--- config.mk ---
export PLATFORM = sky130hd
export DESIGN_NAME = bcd_updown_display
export DESIGN_NICKNAME = d
export VERILOG_FILES = /design/src/rtl/bcd_updown_display.sv
export SDC_FILE = /design/constraint.sdc
export NUM_CORES = 1
export LEC_CHECK = 0
export CORE_MARGIN = 5
export CORE_UTILIZATION = 50
export CTS_BUF_LIST = sky130_fd_sc_hd__clkbuf_8 sky130_fd_sc_hd__clkbuf_16
export DETAILED_ROUTE_END_ITERATION = 8
export PLACE_DENSITY = 0.76
export SETUP_SLACK_MARGIN = 0.3
export SLEW_MARGIN = 30
export SYNTH_ARGS = -nofsm -noshare
export SYNTH_HDL_FRONTEND = slang
export SYNTH_SLANG_ARGS = --single-unit
--- constraint.sdc ---
create_clock -name CLOCK_50 -period 9.45 [get_ports CLOCK_50]
set_input_delay 0.945 -clock CLOCK_50 [delete_from_list [all_inputs] [get_ports CLOCK_50]]
set_output_delay 0.945 -clock CLOCK_50 [all_outputs]
set_load 0.01 [all_outputs]
--- src/rtl/bcd_updown_display.sv ---
// Multi-digit BCD up/down counter with a prescaled count tick and active-low 7-segment decode.
// Optional build macro LEADING_ZERO_BLANK_EN blanks leading zero digits above digit 0.
module bcd_updown_display #(
  parameter int NUM_DIGITS  = 4,
  parameter int TICK_PERIOD = 50_000_000,
  parameter int PRESCALE_W  = (TICK_PERIOD > 1) ? $clog2(TICK_PERIOD) : 1
) (
  input  logic                    CLOCK_50,
  input  logic                    reset,
  input  logic                    en,
  input  logic                    dir,
  input  logic                    load,
  input  logic [4*NUM_DIGITS-1:0] load_value,
  output logic [4*NUM_DIGITS-1:0] bcd,
  output logic [7*NUM_DIGITS-1:0] hex,
  output logic                    tick,
  output logic                    wrap
);

  localparam logic [PRESCALE_W-1:0] PRESC_LAST = PRESCALE_W'(TICK_PERIOD - 1);

  logic [PRESCALE_W-1:0]   prescaler;
  logic                    step;
  logic [4*NUM_DIGITS-1:0] bcd_stepped;
  logic [4*NUM_DIGITS-1:0] load_clean;
  logic                    wrap_next;

  function automatic logic [6:0] seg7(input logic [3:0] v);
    case (v)
      4'd0:    seg7 = 7'b1000000;
      4'd1:    seg7 = 7'b1111001;
      4'd2:    seg7 = 7'b0100100;
      4'd3:    seg7 = 7'b0110000;
      4'd4:    seg7 = 7'b0011001;
      4'd5:    seg7 = 7'b0010010;
      4'd6:    seg7 = 7'b0000010;
      4'd7:    seg7 = 7'b1111000;
      4'd8:    seg7 = 7'b0000000;
      4'd9:    seg7 = 7'b0010000;
      default: seg7 = 7'b1111111;
    endcase
  endfunction

  assign step = en && (prescaler == PRESC_LAST);

  always_ff @(posedge CLOCK_50) begin
    if (reset || load)
      prescaler <= '0;
    else if (en)
      prescaler <= step ? '0 : prescaler + PRESCALE_W'(1);
  end

  // Ripple carry/borrow from digit 0 upward; leftover carry out of the top digit is the wrap.
  always_comb begin
    logic       carry;
    logic [3:0] d;
    bcd_stepped = bcd;
    carry       = 1'b1;
    d           = '0;
    for (int unsigned i = 0; i < NUM_DIGITS; i++) begin
      d = bcd[4*i +: 4];
      if (carry) begin
        if (!dir) begin
          if (d == 4'd9) d = '0;
          else begin
            d     = d + 4'd1;
            carry = 1'b0;
          end
        end else begin
          if (d == 4'd0) d = 4'd9;
          else begin
            d     = d - 4'd1;
            carry = 1'b0;
          end
        end
      end
      bcd_stepped[4*i +: 4] = d;
    end
    wrap_next = carry;
  end

  always_comb begin
    load_clean = '0;
    for (int unsigned i = 0; i < NUM_DIGITS; i++)
      load_clean[4*i +: 4] = (load_value[4*i +: 4] > 4'd9) ? '0 : load_value[4*i +: 4];
  end

  always_ff @(posedge CLOCK_50) begin
    if (reset) begin
      bcd  <= '0;
      tick <= 1'b0;
      wrap <= 1'b0;
    end else if (load) begin
      bcd  <= load_clean;
      tick <= 1'b0;
      wrap <= 1'b0;
    end else if (step) begin
      bcd  <= bcd_stepped;
      tick <= 1'b1;
      wrap <= wrap_next;
    end else begin
      tick <= 1'b0;
      wrap <= 1'b0;
    end
  end

`ifdef LEADING_ZERO_BLANK_EN
  // Scan from the top digit down; a digit blanks while it and everything above it is zero.
  always_comb begin
    logic        upper_zero;
    int unsigned idx;
    hex        = '1;
    upper_zero = 1'b1;
    idx        = 0;
    for (int unsigned k = 0; k < NUM_DIGITS; k++) begin
      idx        = NUM_DIGITS - 1 - k;
      upper_zero = upper_zero && (bcd[4*idx +: 4] == 4'd0);
      if (idx != 0 && upper_zero)
        hex[7*idx +: 7] = '1;
      else
        hex[7*idx +: 7] = seg7(bcd[4*idx +: 4]);
    end
  end
`else
  always_comb begin
    hex = '1;
    for (int unsigned i = 0; i < NUM_DIGITS; i++)
      hex[7*i +: 7] = seg7(bcd[4*i +: 4]);
  end
`endif

endmodule

; Yosys cells after proc, flatten, opt, wreduce, memory -nomap -nowiden
; Memory sizes are Yosys's and may differ from the RTL's. A register that Yosys moved wholly into a read port is not among the register bits.
; Cells that the tools add are included.
[op_classes]
addsub = 9
order_cmp = 4
n_eq_ne = 5
muxes = 45
bitwise_logic = 2
reduce_logical = 15
[op_table]
columns = operator, n
row1 = $mux 4, 27
row2 = $mux 16, 2
row3 = $add 26x1->26 const B, 1
row4 = $eq 26x26->1 const B, 1
row5 = $mux 26, 1
row6 = $add 4x1->4 const B, 4
row7 = $eq 4x4->1 const B, 4
row8 = $gt 4x4->1 const B, 4
row9 = $logic_not 4->1, 4
row10 = $sub 4x1->4 const B, 4
row11 = $mux 1, 15
row12 = $reduce_bool 2->1, 4
row13 = $reduce_and 2->1, 3
row14 = $reduce_or 4->1, 1
row15 = $not 1->1, 2
row16 = $reduce_or 2->1, 1
row17 = $logic_and 1x1->1, 1
row18 = $logic_or 1x1->1, 1
[word_totals]
ff_bits = 44
romBits = 448
input_bits = 21
out_inout_bits = 46
wordCells = 91
mem_count = 4
[mem_list]
columns = memory, words, word_bits, read_ports, rd_ports_with_merged_regs, write_ports, line_no
row1 = (name not given), 16, 7, 1, 1, 0, 29  ; case (v)
row2 = (name not given), 16, 7, 1, 1, 0, 29
row3 = (name not given), 16, 7, 1, 1, 0, 29
row4 = (name not given), 16, 7, 1, 1, 0, 29

; Longest topological paths before layout
[depth]
word_depth = 10
mapped_depth = 14
depth_no_buf = 13

; Worst setup path after synthesis
; OpenSTA, ideal clock, no wires.
[synth_timing]
path_type = in2reg
from = input dir
to = register hex[21] (netlist name)
setup_ns = 0.115
arrival_time_ns = 3.441
required_time_ns = 9.335
setup_slack_ns = 5.894
stages = 12
n_path_buf = 2
cell_sequence = buf_6 nand3b_4 a2111o_4 or4_1 buf_2 or3b_2 nand3_2 inv_1 ha_1 nor2_2 o21ai_2 o21a_1
[synth_via]
elab_chain_len = 7
elab_cells_between_ends = 13
classes_between = 11 x mux / 2 x reduce/logical
[synth_lines]
columns = item, line_no
row1 = start: declaration, 11  ; input logic dir,
row2 = $mux 1, 63  ; if (!dir) begin
row3 = $mux 1 (2 in series), 62  ; if (carry) begin
row4 = $reduce_bool 2->1 (no source line), n/a
row5 = $reduce_and 2->1 (no source line), n/a
row6 = $mux 4 (no source line) (*) (2 in series), n/a
; Every way passes the cells marked *; elsewhere a longest branch is shown, timed or not. The select of a mux whose other input is x is not followed.
; A chain may end at the register's enable or synchronous reset.

; Worst setup path after layout
[layout_timing]
from = input dir
to = register hex[26] (netlist name)
[layout_via]
elab_chain_len = 7
elab_cells_between_ends = 13
classes_between = 11 x mux / 2 x reduce/logical
[layout_lines]
columns = item, line_no
row1 = $mux 1, 63
row2 = $mux 1 (2 in series), 62
row3 = $reduce_bool 2->1 (no source line), n/a
row4 = $reduce_and 2->1 (no source line), n/a
row5 = $mux 4 (no source line) (*) (2 in series), n/a
; Marks and branches as above.

==> results.py <==
metrics = {
    "run": {
        "drv_cap": 0,
    },
    "cells_and_area": {
        "fin_nets": 651,
        "drive_gt1_share_pct": 6.954,
        "layout_commonest_cell": "dfxtp_1",
        "area_delta_synth_final_pct": 19.33,
        "antenna_cells": 0,
        "mostFrequentLayoutCells": "dfxtp_1, nor2_1, clkdlybuf4s50_1",
        "post-route-util_pct": 60.34,
    },
    "logic_synthesis": {
        "yosys_warnings": 0,
        "syn_area_um2": 4628,
        "synth_cells": 550,
        "async_flop_share_pct": 0,
        "ys_types": 83,
        "muxShareOfSynthArea_pct": 1.919,
        "yosysTopAreaCellShare_pct": 31.14,
        "synth_top_area_cell": "dfxtp_1",
        "seq_area_frac_synth_pct": 31.14,
        "ys.flop_type": "dfxtp_1",
        "synth-simple-area-share_pct": 28.17,
        "synth_edf_count": 0,
        "synth.top_cells.by_area": "dfxtp_1, ha_1, nor2_1",
        "synth_top_family_by_area": "simple AND/OR/NAND/NOR gates",
        "synth_xor_area_share_pct": 6.245,
        "syn_nets": 601,
        "synth-compound-area-share_pct": 19.09,
        "syn_area_per_cell_um2": 8.415,
        "synthAdderAreaFrac_pct": 8.110,
        "ys_ff_latch": 72,
    },
    "clock_tree": {
        "cts-resized-gates": 0,
        "cts_root_buffer": "clkbuf_8",
        "cts.sinks": 72,
        "cts_tree": "yes",
        "clock_latency_ns": 0.35,
        "cts_buffer_depth": 2,
        "htree_levels": 3,
        "ctsHoldBuffers": 0,
        "cts.clk_slew.worst_paths_ns": 0.07,
        "numCtsBuffers": 9,
        "cts_setup_buffers": 0,
    },
    "timing": {
        "slew_violations": 0,
        "min_period_ns": 4.150,
        "period_share_pct": 43.92,
        "finalHoldViolations": 0,
        "rsz0062_at_grt": "false",
        "setup_tns_ns": 0,
        "relSlewSlack_pct": 37.27,
        "timing.fmax_mhz": 240.9,
        "clock-skew-final_ns": 0.009114,
        "worstMarginPinSlew_ns": 0.9173,
        "setup_violations": 0,
    },
    "pwr": {
        "powerDensity_nw_per_um2": 130.3,
        "leakage_nw": 2.150,
        "ir_drop_mv": 0.08153,
    },
    "worst_setup_path": {
        "startpoint_type": "input port",
        "critPathMaxFanout": 45,
        "critPathArrivalTime_ns": 4.40,
        "critical_path_class": "input port to register",
        "cp.required_ns": 9.70,
        "endpoint_kind": "register",
        "rr_worst_depth": 8,
    },
    "drt": {
        "wirelength_mm": 11.01,
        "wl_met3_um": 630,
        "vias_per_cell": 5.755,
        "drc": 0,
        "antenna_left": 0,
        "drt_iter0_markers": 283,
        "maxUsedRoutingLayer": "met4",
        "met1_length_mm": 4.899,
        "wl_met2_mm": 5.335,
        "wl_per_cell_um": 15.40,
        "firstDrtPassIters": 6,
        "vias": 4115,
    },
    "floorplan": {
        "rows": 35,
        "num_io_pins": 67,
        "core-area_um2": 9153,
        "die_area_um2": 11280,
        "initial_utilization_pct": 50.57,
        "die_y_um": 106.2,
        "die_w_um": 106.2,
    },
    "global_routing": {
        "globalRouteOverflowTotal": 0,
        "grt_pass1_vias": 3908,
        "grt_util_all_layers_pct": 19.40,
        "grt_start_max_net_pins": 46,
        "grt_pass1_wl_mm": 18.07,
        "antenna_found_initial": 0,
    },
    "worst_hold_path": {
        "hold_path_depth": 2,
        "hold_path_class": "register to register",
    },
    "run_status": {
        "status": "complete, no violations",
    },
    "placed_design": {
        "place_congestion": 0.8689,
        "io_buffers": 66,
        "dp_hpwl_mm": 7.845,
    },
}
==> sequential cells by signal, indices dropped and copies added, names as in the netlist <==
register / flops
prescaler: 26
hex: 28
bcd: 16
tick: 1
wrap: 1
==> kinds of logic after synthesis <==
family | Yosys count
xor+xnor | 33
flops | 72
simple gates | 230
fa+ha+maj | 30
buf+inv | 60
mux | 8
compound gates | 117
==> metrics by stage <==
stage          area, µm²  instances  hold slack [ns]  setup slack (ns)  power (mW)
5_1_grt             5523        715           0.5295             5.083      0.7530
6_report            5523        715           0.5027             5.300      0.7196
3_5_place_dp        5316        700           0.4847             4.941      0.4702
3_3_place_gp        5316        700           0.4770             5.046      0.4677
4_1_cts             5523        715           0.4980             5.322      0.7239
2_1_floorplan       4628        550           0.4471             5.894      0.4165
==> cell type report <==
cell class / count / area [µm²]
clock buffers: 12 / 165.2
flip-flops and latches: 72 / 1441
clock inverters: 3 / 41.29
fillers: 765 / 3630
multi-input cells: 418 / 2940
inverters: 30 / 112.6
well taps: 111 / 138.9
repair buffers: 69 / 683.2
==> Yosys cell counts, types with 5 or more instances <==
library cell,count
dfxtp_1,72
clkbuf_1,22
and2_1,7
o21a_1,5
and3_1,10
and4_1,5
nor4bb_1,6
xor2_1,20
nand4_1,13
ha_1,30
nor3b_1,5
nor2_1,67
nand3_1,17
nand2b_1,13
buf_2,5
a31oi_1,7
a32oi_1,6
nor3_1,12
nand2_1,27
nor2b_1,16
xnor2_1,13
o31ai_1,5
a21oi_1,16
inv_1,29
o21ai_0,19
==> path summary, 6_finish.rpt <==
kind / slack [ns] / to / start
max: 5.30 / hex[26] / dir
min: 0.50 / prescaler[1] / prescaler[1]
max reg2reg: 5.85 / hex[26] / bcd[4]
min reg2reg: 0.50 / prescaler[1] / prescaler[1]
==> where the power goes <==
group          internal, mW  total (mW)  switching (mW)
Clock                 0.141       0.255           0.114
Combinational        0.0676       0.135          0.0678
Sequential            0.317       0.329          0.0119
Total                 0.526       0.720           0.193
==> worst max-delay path: stages <==
cell and delay [ns]:
clkdlybuf4s50_1 0.41, buf_4 0.27, nor4bb_1 0.73, o22ai_1 0.21, or4_1 0.56, o311ai_2 0.73, and2_1 0.31, o21ai_1 0.09
o21a_1 0.12
==> metal layers <==
metal / track usage (%) / vias up
met5: 0 / -
met4: 5.180 / 0
met3: 5.464 / 18
met2: 32.85 / 99
met1: 24.15 / 1925
li1: - / 2073
Power figures use the tool's default switching activity.
==> variant 1, RTL diff (same flow settings) <==
Add a define of `LEADING_ZERO_BLANK_EN`.
--- a/src/rtl/bcd_updown_display.sv
+++ b/src/rtl/bcd_updown_display.sv
@@ -1,5 +1,7 @@
 // Multi-digit BCD up/down counter with a prescaled count tick and active-low 7-segment decode.
 // Optional build macro LEADING_ZERO_BLANK_EN blanks leading zero digits above digit 0.
+`define LEADING_ZERO_BLANK_EN
+
 module bcd_updown_display #(
   parameter int NUM_DIGITS  = 4,
   parameter int TICK_PERIOD = 50_000_000,
Behaviour: not the same (a bounded check fails within 4 cycles, from zero or initial values and one cycle with reset high).
==> variant 1 against the original RTL <==
Critical path depth decreased by 4; worst setup slack got worse by 0.22 ns; critical path type is now reg2out; synthesized area increased by 2.9%; via count increased by 3.2%; power increased by 12%; routed wire length increased by 3.6%; sequential cell count unchanged; final area increased by 3.7%; clock power increased by 19%; critical endpoint is now hex[13].
==> variant 1: results (changes against the original RTL) <==
stage	metric	value	unit	change
outcome	outcome	finished clean		
setup_path	cpPeakStageDelay	0.76	ns	+0.03 ns
synth	synthAdderAreaFrac	0.0788		-0.00232
route	vias_per_cell	5.62		-2.4%
setup_path	cp_slowest_cell	or4b_1		
route	wl_met2	5680	µm	+6.4%
placement	dp.cells	740		+5.7%
power_and_ir_drop	vdd_ir_drop_max	0.108	mV	+33%
hold_path	hold_class	reg2reg		
placement	dp_hpwl	8360	µm	+6.6%
setup_path	r2r_cells	11		+3
hold_path	hp-start	prescaler[19]		
synth	ys_seq_area_frac	0.303		-0.00891
synth	synth_compound_area_frac	0.182		-0.00888
route	met1_length	5130	µm	+4.8%
synth	synthXorXnorAreaFrac	0.0533		-0.00914
synth	synth.area.top_cells	dfxtp_1 30%, ha_1 7.9%, nor2_1 4.3%		
global_route	grt.met3_usage	0.0438		-0.0109
hold_path	min_to	prescaler[19]		
timing	skew	0.0154	ns	+0.00624 ns
global_route	grt.met2_usage	0.346		+0.0179
global_route	grt_pass1_vias	4153		+6.3%
setup_path	crit_fanout	14		-69%
route	routed-wl-met3	430	µm	-32%
setup_path	crit_arrival	3.42	ns	-0.98 ns
synth	ys_top_cells_by_count	72 x dfxtp_1, 54 x nor2_1, 36 x o21ai_0		
final_layout	fin_nets	673		+3.4%
route	routed_wirelength	11400	µm	+3.6%
setup_path	cp-startpoint	bcd[12]		
synth	syn_avg_cell_area	8.40	µm²	-0.14%
global_route	groute.usage.overall	0.201		+0.00652
global_route	grt_pass1_wl	19300	µm	+6.7%
timing	holdWs	0.514	ns	+0.0116 ns
power_and_ir_drop	leakage	2.26	nW	+4.9%
synth	syn-num-nets	618		+2.8%
synth	synthMuxAreaShare	0.0291		+0.00995
route	drt_first_pass_iters	4		-2
final_layout	drive_gt1_frac	0.108		+0.0389
setup_path	rrSetupSlack	6.19	ns	+0.34 ns
placement	gp_congestion	0.833		-4.1%
global_route	grt.met1_usage	0.249		+0.00788
synth	synthDistinctLibCells	84		+1.2%
global_route	grt_max_degree	43		-6.5%
## variant 1: cell count changes after synthesis, sizes merged, moves of 6 or more
cell	delta
nor2b	-9
clkbuf	-7
a21oi	+17
nand2	+8
o21ai	+14
nand2b	+11
a211oi	+8
nor3	+10
nand3	-6
nor2	-12
or2	+8
a32oi	-6
## variant 1: power by group
group	internal [mW]	total [mW]	switching (mW)
sequential	0.318	0.330	0.0120
clock	0.182	0.304	0.122
combinational	0.0850	0.170	0.0848
total	0.585	0.804	0.219
## variant 1: area by class of cell
cell class | count | area, µm²
Tap cell | 129 | 161
Inverter | 33 | 131
Clock buffer | 10 | 138
Timing Repair Buffer | 69 | 683
Fill cell | 815 | 3560
Sequential cell | 72 | 1440
Multi-Input combinational cell | 437 | 3060
Clock inverter | 6 | 108
## variant 1: cell families (layout without fill, tap and decap cells)
group,count (synthesis),in the layout
compound gates,128,128
simple gates,237,237
xor+xnor,29,29
buf+inv,58,118
fa+ha+maj,30,30
mux,13,13
flops,72,72
==> variant 2, RTL diff (config.mk and constraints unchanged) <==
Without the edit above. Reset style: asynchronous (`reset`), changed in one clocked block.
--- a/src/rtl/bcd_updown_display.sv
+++ b/src/rtl/bcd_updown_display.sv
@@ -85,7 +85,7 @@
       load_clean[4*i +: 4] = (load_value[4*i +: 4] > 4'd9) ? '0 : load_value[4*i +: 4];
   end
 
-  always_ff @(posedge CLOCK_50) begin
+  always_ff @(posedge CLOCK_50 or posedge reset) begin
     if (reset) begin
       bcd  <= '0;
       tick <= 1'b0;
Function: differs if reset is asserted again (counterexample within 4 cycles, from zero or initial values and one cycle with reset high); with reset held inactive, the same outputs for 10 cycles.
==> variant 2 against the original RTL <==
Power is 22% lower; first-iteration DRC count fell by 18%; synthesized area fell by 22%; worst setup slack improved by 0.81 ns; final area down 20%; synthesized cell count down 14%; sequential cell count down 28; critical path depth is 3 lower; clock power shrank 51%; routed wire length shrank 19%; hold slack gained 0.041 ns; combinational power grew 60%; register-to-register slack improved by 0.84 ns; clock skew fell by 0.0022 ns.
==> variant 2: results (changes against the original RTL) <==
stage	metric	value	unit	change
global_route	groute.usage.overall	0.201		+0.00705
synth	syn-num-nets	515		-14%
global_route	grt.met2_usage	0.336		+0.00796
route	vias_per_cell	5.65		-1.9%
route	wl_met2	4330	µm	-19%
synth	synthXorXnorAreaFrac	0.0727		+0.0103
placement	portBuffers	66		unchanged
hold_path	hp-start	prescaler[0]		
route	routed_wirelength	8970	µm	-19%
global_route	grt_max_degree	40		-13%
clock_network	clock_latency	0.30	ns	-0.05 ns
timing	holdWs	0.544	ns	+0.0412 ns
final_layout	drive_gt1_frac	0.0534		-0.0161
synth	synth_top_flop_cell	dfxtp_1		
final_layout	fin_nets	565		-13%
setup_path	rr_startpoint	prescaler[0]		
synth	ys_seq_area_frac	0.269		-0.0427
setup_path	r2r_cells	6		-2
global_route	grt.met3_usage	0.0284		-0.0262
synth	synth_compound_area_frac	0.182		-0.00908
placement	dp_hpwl	6600	µm	-16%
global_route	grt.met1_usage	0.272		+0.0307
timing	skew	0.00693	ns	-0.00218 ns
clock_network	htree_num_levels	2		-1
setup_path	crit_arrival	3.52	ns	-0.88 ns
clock_network	cts-root-buf	clkbuf_8		
placement	gp_congestion	0.879		+1.1%
synth	syn_avg_cell_area	7.64	µm²	-9.2%
setup_path	crit_fanout	21		-53%
setup_path	r2r-end	prescaler[15]		
final_layout	nFillCells	659		-14%
power_and_ir_drop	leakage	1.67	nW	-22%
synth	synth.area.top_cells	dfxtp_1 14%, dfrtp_1 12%, ha_1 7.3%		
hold_path	hold_depth	2		unchanged
route	first_iter_violations	231		-18%
global_route	grt_pass1_wl	15000	µm	-17%
route	drc	0		unchanged
setup_path	rrSetupSlack	6.69	ns	+0.84 ns
synth	async_flop_share	0.409		+0.409
final_layout	layout.cells.non_filler	623		-13%
power_and_ir_drop	vdd_ir_drop_max	0.0857	mV	+5.1%
outcome	outcome	finished clean		
placement	place_ws	5.77	ns	+0.830 ns
global_route	grt_pass1_vias	3229		-17%
route	drt_first_pass_iters	5		-1
timing	max_slew_margin	0.497		+0.125
hold_path	min_to	prescaler[0]		
clock_network	clkTransAtPathRegs	0.09	ns	+0.02 ns
clock_network	cts_buffers	5		-4
route	routed-wl-met3	373	µm	-41%
final_layout	reg_top3	prescaler: 26 flops, bcd: 16 flops		
synth	ys_top_cells_by_count	67 x nor2_1, 31 x a21oi_1, 31 x nand2_1		
synth	synthDistinctLibCells	63		-24%
route	top_layer_used	met4		
route	met1_length	4190	µm	-15%
global_route	antenna_found_initial	0		unchanged
synth	synthMuxAreaShare	0.0367		+0.0175
global_route	grt_remaining_overflow	0		unchanged
synth	synthAdderAreaFrac	0.0727		-0.00839
==> variant 2: changes by cell type after synthesis, moves of 8 or more <==
cell     change
a21oi_1     +15
dfrtp_1     +18
dfxtp_1     -46
ha_1         -9
mux2i_1      +8
nand4_1      -9
o21ai_0     +11
xnor2_1      +9
xor2_1      -12
==> variant 2: worst max-delay path: stages <==
cell and delay, ns:
clkdlybuf4s50_1 0.61, nand4_2 0.14, or4_1 0.74, or4_4 0.64, nand2_2 0.33, nor2_1 0.10
==> variant 2: through the flow <==
step	instance area [µm²]	total power, mW	util
6_report	4390	0.562	0.616
5_1_grt	4390	0.599	0.616
4_1_cts	4390	0.565	0.616
3_5_place_dp	4300	0.438	0.602
3_3_place_gp	4300	0.436	0.602
2_1_floorplan	3610	0.341	-
==> variant 2: layout make-up <==
type,count,area share
Inverter,26,0.0222
Clock buffer,6,0.0188
Clock inverter,2,0.00285
Tap cell,99,0.0282
Sequential cell,44,0.221
Multi-Input combinational cell,378,0.553
Timing Repair Buffer,68,0.154
==> variant 2: report_power, final <==
part	total, mW	switching [mW]	internal [mW]
Combinational	0.216	0.104	0.113
Sequential	0.219	0.0261	0.193
Clock	0.126	0.0665	0.0597
Total	0.562	0.196	0.366
==> variant 2: how the worst max path moves through the flow <==
stage,startpoint,end,slack [ns],depth (start not counted)
2_1_floorplan,en,bcd[12],6.79,7
3_3_place_gp,en,prescaler[3],5.89,6
3_5_place_dp,en,prescaler[15],5.77,6
4_1_cts,en,prescaler[15],6.10,6
5_1_grt,en,prescaler[21],5.96,6
6_report,en,prescaler[15],6.11,6
